===== config.mk =====
export PLATFORM = sky130hd
export DESIGN_NAME = srl_fifo
export DESIGN_NICKNAME = d
export VERILOG_FILES = /design/src/rtl/srl_fifo.sv
export SDC_FILE = /design/constraint.sdc
export NUM_CORES = 1
export LEC_CHECK = 0
export ABC_CLOCK_PERIOD_IN_PS = 11400
export CORE_MARGIN = 2
export CORE_UTILIZATION = 58
export CTS_BUF_LIST = sky130_fd_sc_hd__clkbuf_2 sky130_fd_sc_hd__clkbuf_4 sky130_fd_sc_hd__clkbuf_8
export DETAILED_ROUTE_END_ITERATION = 10
export PLACE_DENSITY = 0.78
export SYNTH_ARGS = -nofsm -noshare
export SYNTH_HDL_FRONTEND = slang
export SYNTH_SLANG_ARGS = --single-unit

===== constraint.sdc =====
create_clock -name clk -period 11.4 [get_ports clk]
set_input_delay 1.71 -clock clk [delete_from_list [all_inputs] [get_ports clk]]
set_output_delay 1.71 -clock clk [all_outputs]
set_load 0.005 [all_outputs]

===== src/rtl/srl_fifo.sv =====
// Shift-register FIFO with first-word-fall-through output, occupancy count,
// almost-full flag and sticky overflow/underflow error flags.
module srl_fifo #(
    parameter int WID   = 8,
    parameter int DEP   = 16,
    parameter int AFULL = DEP - 2,
    localparam int CW   = $clog2(DEP + 1)
) (
    input  logic           clk,
    input  logic           rst,
    input  logic           wr,
    input  logic [WID-1:0] d,
    input  logic           rd,
    output logic [WID-1:0] q,
    output logic           empty,
    output logic           full,
    output logic           afull,
    output logic [CW-1:0]  cnt,
    output logic           ovf,
    output logic           unf
);

    localparam int AW = $clog2(DEP);

    logic [WID-1:0] mem [DEP];
    logic           rd_acc;
    logic           wr_acc;
    logic [AW-1:0]  head_idx;

    assign empty = (cnt == '0);
    assign full  = (cnt == CW'(DEP));
    assign afull = (cnt >= CW'(AFULL));

    // A full FIFO still takes a write when a read frees a slot in the same cycle.
    assign rd_acc = rd & ~empty;
    assign wr_acc = wr & (~full | rd_acc);

    // Newest word sits at entry 0, so the oldest is at entry cnt-1.
    assign head_idx = AW'(cnt - CW'(1));
    assign q        = empty ? '0 : mem[head_idx];

    // NOTE: storage has no reset; cnt alone decides which entries are valid,
    // which keeps the array a plain shift register with only an enable.
    always_ff @(posedge clk) begin
        if (wr_acc && !rst) begin
            mem[0] <= d;
            for (int i = 1; i < DEP; i++) begin
                mem[i] <= mem[i-1];
            end
        end
    end

    always_ff @(posedge clk) begin
        if (rst) begin
            cnt <= '0;
            ovf <= 1'b0;
            unf <= 1'b0;
        end else begin
            case ({wr_acc, rd_acc})
                2'b10:   cnt <= cnt + CW'(1);
                2'b01:   cnt <= cnt - CW'(1);
                default: cnt <= cnt;
            endcase
            if (wr && !wr_acc) ovf <= 1'b1;
            if (rd && empty)   unf <= 1'b1;
        end
    end

endmodule


# After elaboration in Yosys (flattened, before gate mapping)
# Memories as Yosys holds them, arrays and structs flattened.
# Index checks and enable logic that the tools add are counted.
[classes]
n_addsub = 2
n_eq_ne = 3
order_cmp = 1
reduce_logical = 7
bitwise_logic = 5
muxes = 4
[op_table]
columns = ["cell", "n"]
rows = [
  ["$pmux 5 s2", 1],
  ["$mux 8", 1],
  ["$add 5x1->5 const B", 1],
  ["$eq 5x5->1 const B", 1],
  ["$ge 5x4->1 const B", 1],
  ["$logic_not 5->1", 1],
  ["$sub 5x1->5 const B", 1],
  ["$logic_and 1x1->1", 3],
  ["$and 1x1->1", 2],
  ["$eq 2x1->1 const B", 1],
  ["$eq 2x2->1 const B", 1],
  ["$logic_not 1->1", 2],
  ["$mux 1", 2],
  ["$not 1->1", 2],
  ["$reduce_bool 2->1", 1],
  ["$or 1x1->1", 1],
]
[word_totals]
ff_bits = 7
output_inout_bits = 18
mem_bits_rw = 128
in_bits = 12
n_memories = 1
[memory_table]
columns = ["name", "words", "word_bits", "rd", "rd_ports_with_merged_regs", "wr", "line", "rtl"]
rows = [
  ["mem", 16, 8, 16, 0, 16, "25", "logic [WID-1:0] mem [DEP];"],
]

# Depth between registers and ports, before layout
[logic_depth]
ltp_word = 8
ltp_mapped = 10
ltp_nobuf = 6

# Worst setup path after synthesis
# OpenSTA, ideal clock, no wires.
[synth_path]
kind = "input to register"
startpoint = "input port wr"
endpoint = "memory mem[0][0] (enable)"
arrival_time_ps = 8235
cell_stages = 3
path_slack_ps = 2507
t_required_ps = 10742
path_buffers = 1
cell_sequence = "clkbuf_1 -> nand2b_1 -> a21oi_1"
[synth_lines]
columns = ["item", "line", "rtl"]
rows = [
  ["from (decl)", "11", "input logic wr,"],
  ["to (decl)", "25", ""],
]

# Worst setup path after layout
[layout_path]
startpoint = "register cnt[0]"
endpoint = "output port q[1]"
[layout_via]
elab_chain_cells = 3
elab_cells_between_ends = 4
classes_between = "1 x add/sub; 1 x mux; 1 x reduce/logical; 1 x memory"
[layout_lines]
columns = ["item", "line", "rtl"]
rows = [
  ["from (decl)", "18", "output logic [CW-1:0] cnt,"],
  ["from (signal assigned)", "60", "2'b10: cnt <= cnt + CW'(1);"],
  ["from (signal assigned)", "61", "2'b01: cnt <= cnt - CW'(1);"],
  ["from (signal assigned)", "62", "default: cnt <= cnt;"],
  ["$sub 5x1->5", "n/a", ""],
  ["$mem_v2 16x8", "n/a", ""],
  ["$mux 8 *", "40", "assign q = empty ? '0 : mem[head_idx];"],
  ["to (decl)", "14", "output logic [WID-1:0] q,"],
]
# Every way passes the cells marked *; elsewhere a longest branch is shown, timed or not.

==> run summary <==
Yosys top cell area share -> 0.698
Filler Cell Count -> 590
LEAKAGE -> 2.12 nW
Chip Height -> 101 microns
Number of synthesized flops with an enable pin -> 128
Worst Clk Skew -> 0.0121 ns
CTS Buf Count -> 17
Root Driver -> clkbuf_8
Crit-path max FO -> 21
Worst Setup Path Type -> flip-flop to output port
Latest clock arrival within the worst-skew pair -> 0.42 ns
CTS Sinks -> 135
Post-synthesis cell type count -> 43
Hold Crit Class -> flip-flop to flip-flop
GRT Total Usage -> 0.188
Synth Area per Inst -> 19.7 sq um
Peak VDD IR -> 116 uV
Via count -> 2692
Cell count after synthesis -> 280
CTS tree -> yes
Worst-path clk slew -> 0.08 ns
Final Cycle Share -> 0.489
Most common cell in the netlist -> edfxtp_1
Tmin final -> 5.57 ns
Post-synthesis cell area -> 5510 sq um
Vias per inst -> 5.88
Sequential cell area fraction in the yosys report -> 0.723
Pins over their slew limit -> 0
Dpl ws -> 6.21 ns
Final WS setup -> 5.83 ns
Clock Path Buffers -> 2
Die ar. -> 10300 sq um
# hold bufs at CTS -> 0
Final setup TNS -> 0 ns
Slew headroom -> 0.356
Synth warnings -> 0
Final Non-Filler Cells -> 458
Total gr overflow -> 0
Area contributors post-synth -> edfxtp_1, mux4_1, mux4_2
CTS resizes -> 0
Area leader, netlist -> edfxtp_1
Setup repair after global routing missed its margin -> no
Setup crit end kind -> output port
Die X -> 101 microns
Critical Path RT -> 9.69 ns
Worst slew pin tran -> 0.965 ns
CTS H-tree depth -> 4
First-pass GRT wire length -> 14100 microns
Fin area -> 6270 sq um
DP HPWL -> 5300 microns
Vias in the first global route -> 2634
Initial antenna violation count -> 0
MaxCap Viol Count -> 0
I/O Buffers -> 29
I/O pins -> 30
Syn nets -> 295
# rows -> 35
Min Hold Slack -> 0.438 ns
Final GP Congestion -> 0.825
Share of cells above drive strength 1 -> 0.173
Final Hold Viols -> 0
Largest net degree at the start of global routing -> 72
Utilization after layout -> 0.679
Initial DRC Count -> 195
Fraction of registers with async set/reset -> 0
CP startpoint kind -> flip-flop
DP Area -> 5900 sq um
Antenna-violating nets left -> 0
# Post-CTS Setup Buffers -> 0
Setup violators final -> 0
Cells after DPL -> 426
N_diodes -> 0
Post-synth top cells -> edfxtp_1, nor2_1, mux4_2, mux4_1, mux2i_1
CORE AREA -> 9240 sq um
Overall power -> 1.46 mW
PD cells -> 233 nW/um^2
1st-pass router iterations -> 5
Synth-to-layout area growth -> 13.8%
Layout Nets -> 331
Routed WL -> 8890 microns
Worst EP arrival -> 3.86 ns
Top FF cell, synth -> edfxtp_1
Initial core utilization -> 0.596
DR WL/cell -> 19.4 microns
# DRC -> 0
#FFs+latches synth -> 135
Fmax -> 179 MHz
Status -> complete, no violations
critical path, cell delays in order, from the launching register on:
cell and delay, ns:
dfxtp_1 0.35, inv_1 0.23, ha_1 1.02, inv_2 0.45, mux4_1 0.46, nor2_1 0.05, o32ai_1 0.31, clkdlybuf4s50_1 0.56
logic make-up after synthesis:
kind of cell,after synthesis,synth area share
compound gates,29,0.0368
xor+xnor,1,0.00500
fa+ha+maj,3,0.00681
buf+inv,19,0.0202
flops,135,0.723
mux,45,0.160
simple gates,48,0.0484
cell usage in the layout, fill, tap and decap left out, drive strengths merged, types with 2 or more instances in the layout:
cell,Yosys,routed
a21oi,8,8
clkinv,0,11
nand3,3,3
dfxtp,7,7
bufinv,0,2
nand2,6,6
edfxtp,128,128
ha,3,3
o21ai,5,5
nor2,18,18
or2,2,2
buf,12,3
clkbuf,3,17
o32ai,8,8
or3,2,2
clkinvlp,0,2
clkdlybuf4s50,0,29
inv,4,4
nor3b,2,2
nand2b,3,3
mux2i,13,13
o31ai,2,2
mux4,30,30
a21boi,2,2
nor3,4,4
nor2b,3,3
mux2,2,2
cell type report:
| type | instances | area [sq um] | share of cell area |
|---|---|---|---|
| clock buffer | 17 | 234 | 0.0373 |
| inverter | 4 | 15.0 | 0.00239 |
| multi-input combinational | 126 | 1430 | 0.227 |
| sequential | 135 | 3980 | 0.635 |
| timing repair buffer | 32 | 313 | 0.0499 |
| clock inverter | 15 | 138 | 0.0219 |
| tap | 129 | 161 | 0.0257 |
flip-flops by register name, indices dropped and copies added, names as in the netlist:
name,count
mem,128
unf,1
cnt,5
ovf,1
per-layer routing:
layer	wire, microns	up-vias	GRT usage
met5	0	-	0
met4	94	0	0.0686
met3	304	11	0.0518
met2	4160	59	0.266
met1	4340	1387	0.286
li1	-	1235	-
where the power goes:
group	switching (mW)	internal (mW)	leakage (nW)	total [mW]
sequential	0.0199	0.568	1.26	0.588
clock	0.177	0.190	0.187	0.367
combinational	0.241	0.263	0.671	0.504
worst paths after layout:
path	cells after the start	endpoint	slack, ns	start
worst max-delay path	7	q[1]	5.83	cnt[0]$_SDFFE_PP0P_
worst min-delay path	0	mem[11][2]$_DFFE_PP_	0.44	mem[10][2]$_DFFE_PP_
worst max register to register	7	mem[3][2]$_DFFE_PP_	7.99	cnt[0]$_SDFFE_PP0P_
worst min register to register	0	mem[11][2]$_DFFE_PP_	0.44	mem[10][2]$_DFFE_PP_
Note: power is estimated with default switching activity, not from simulation.
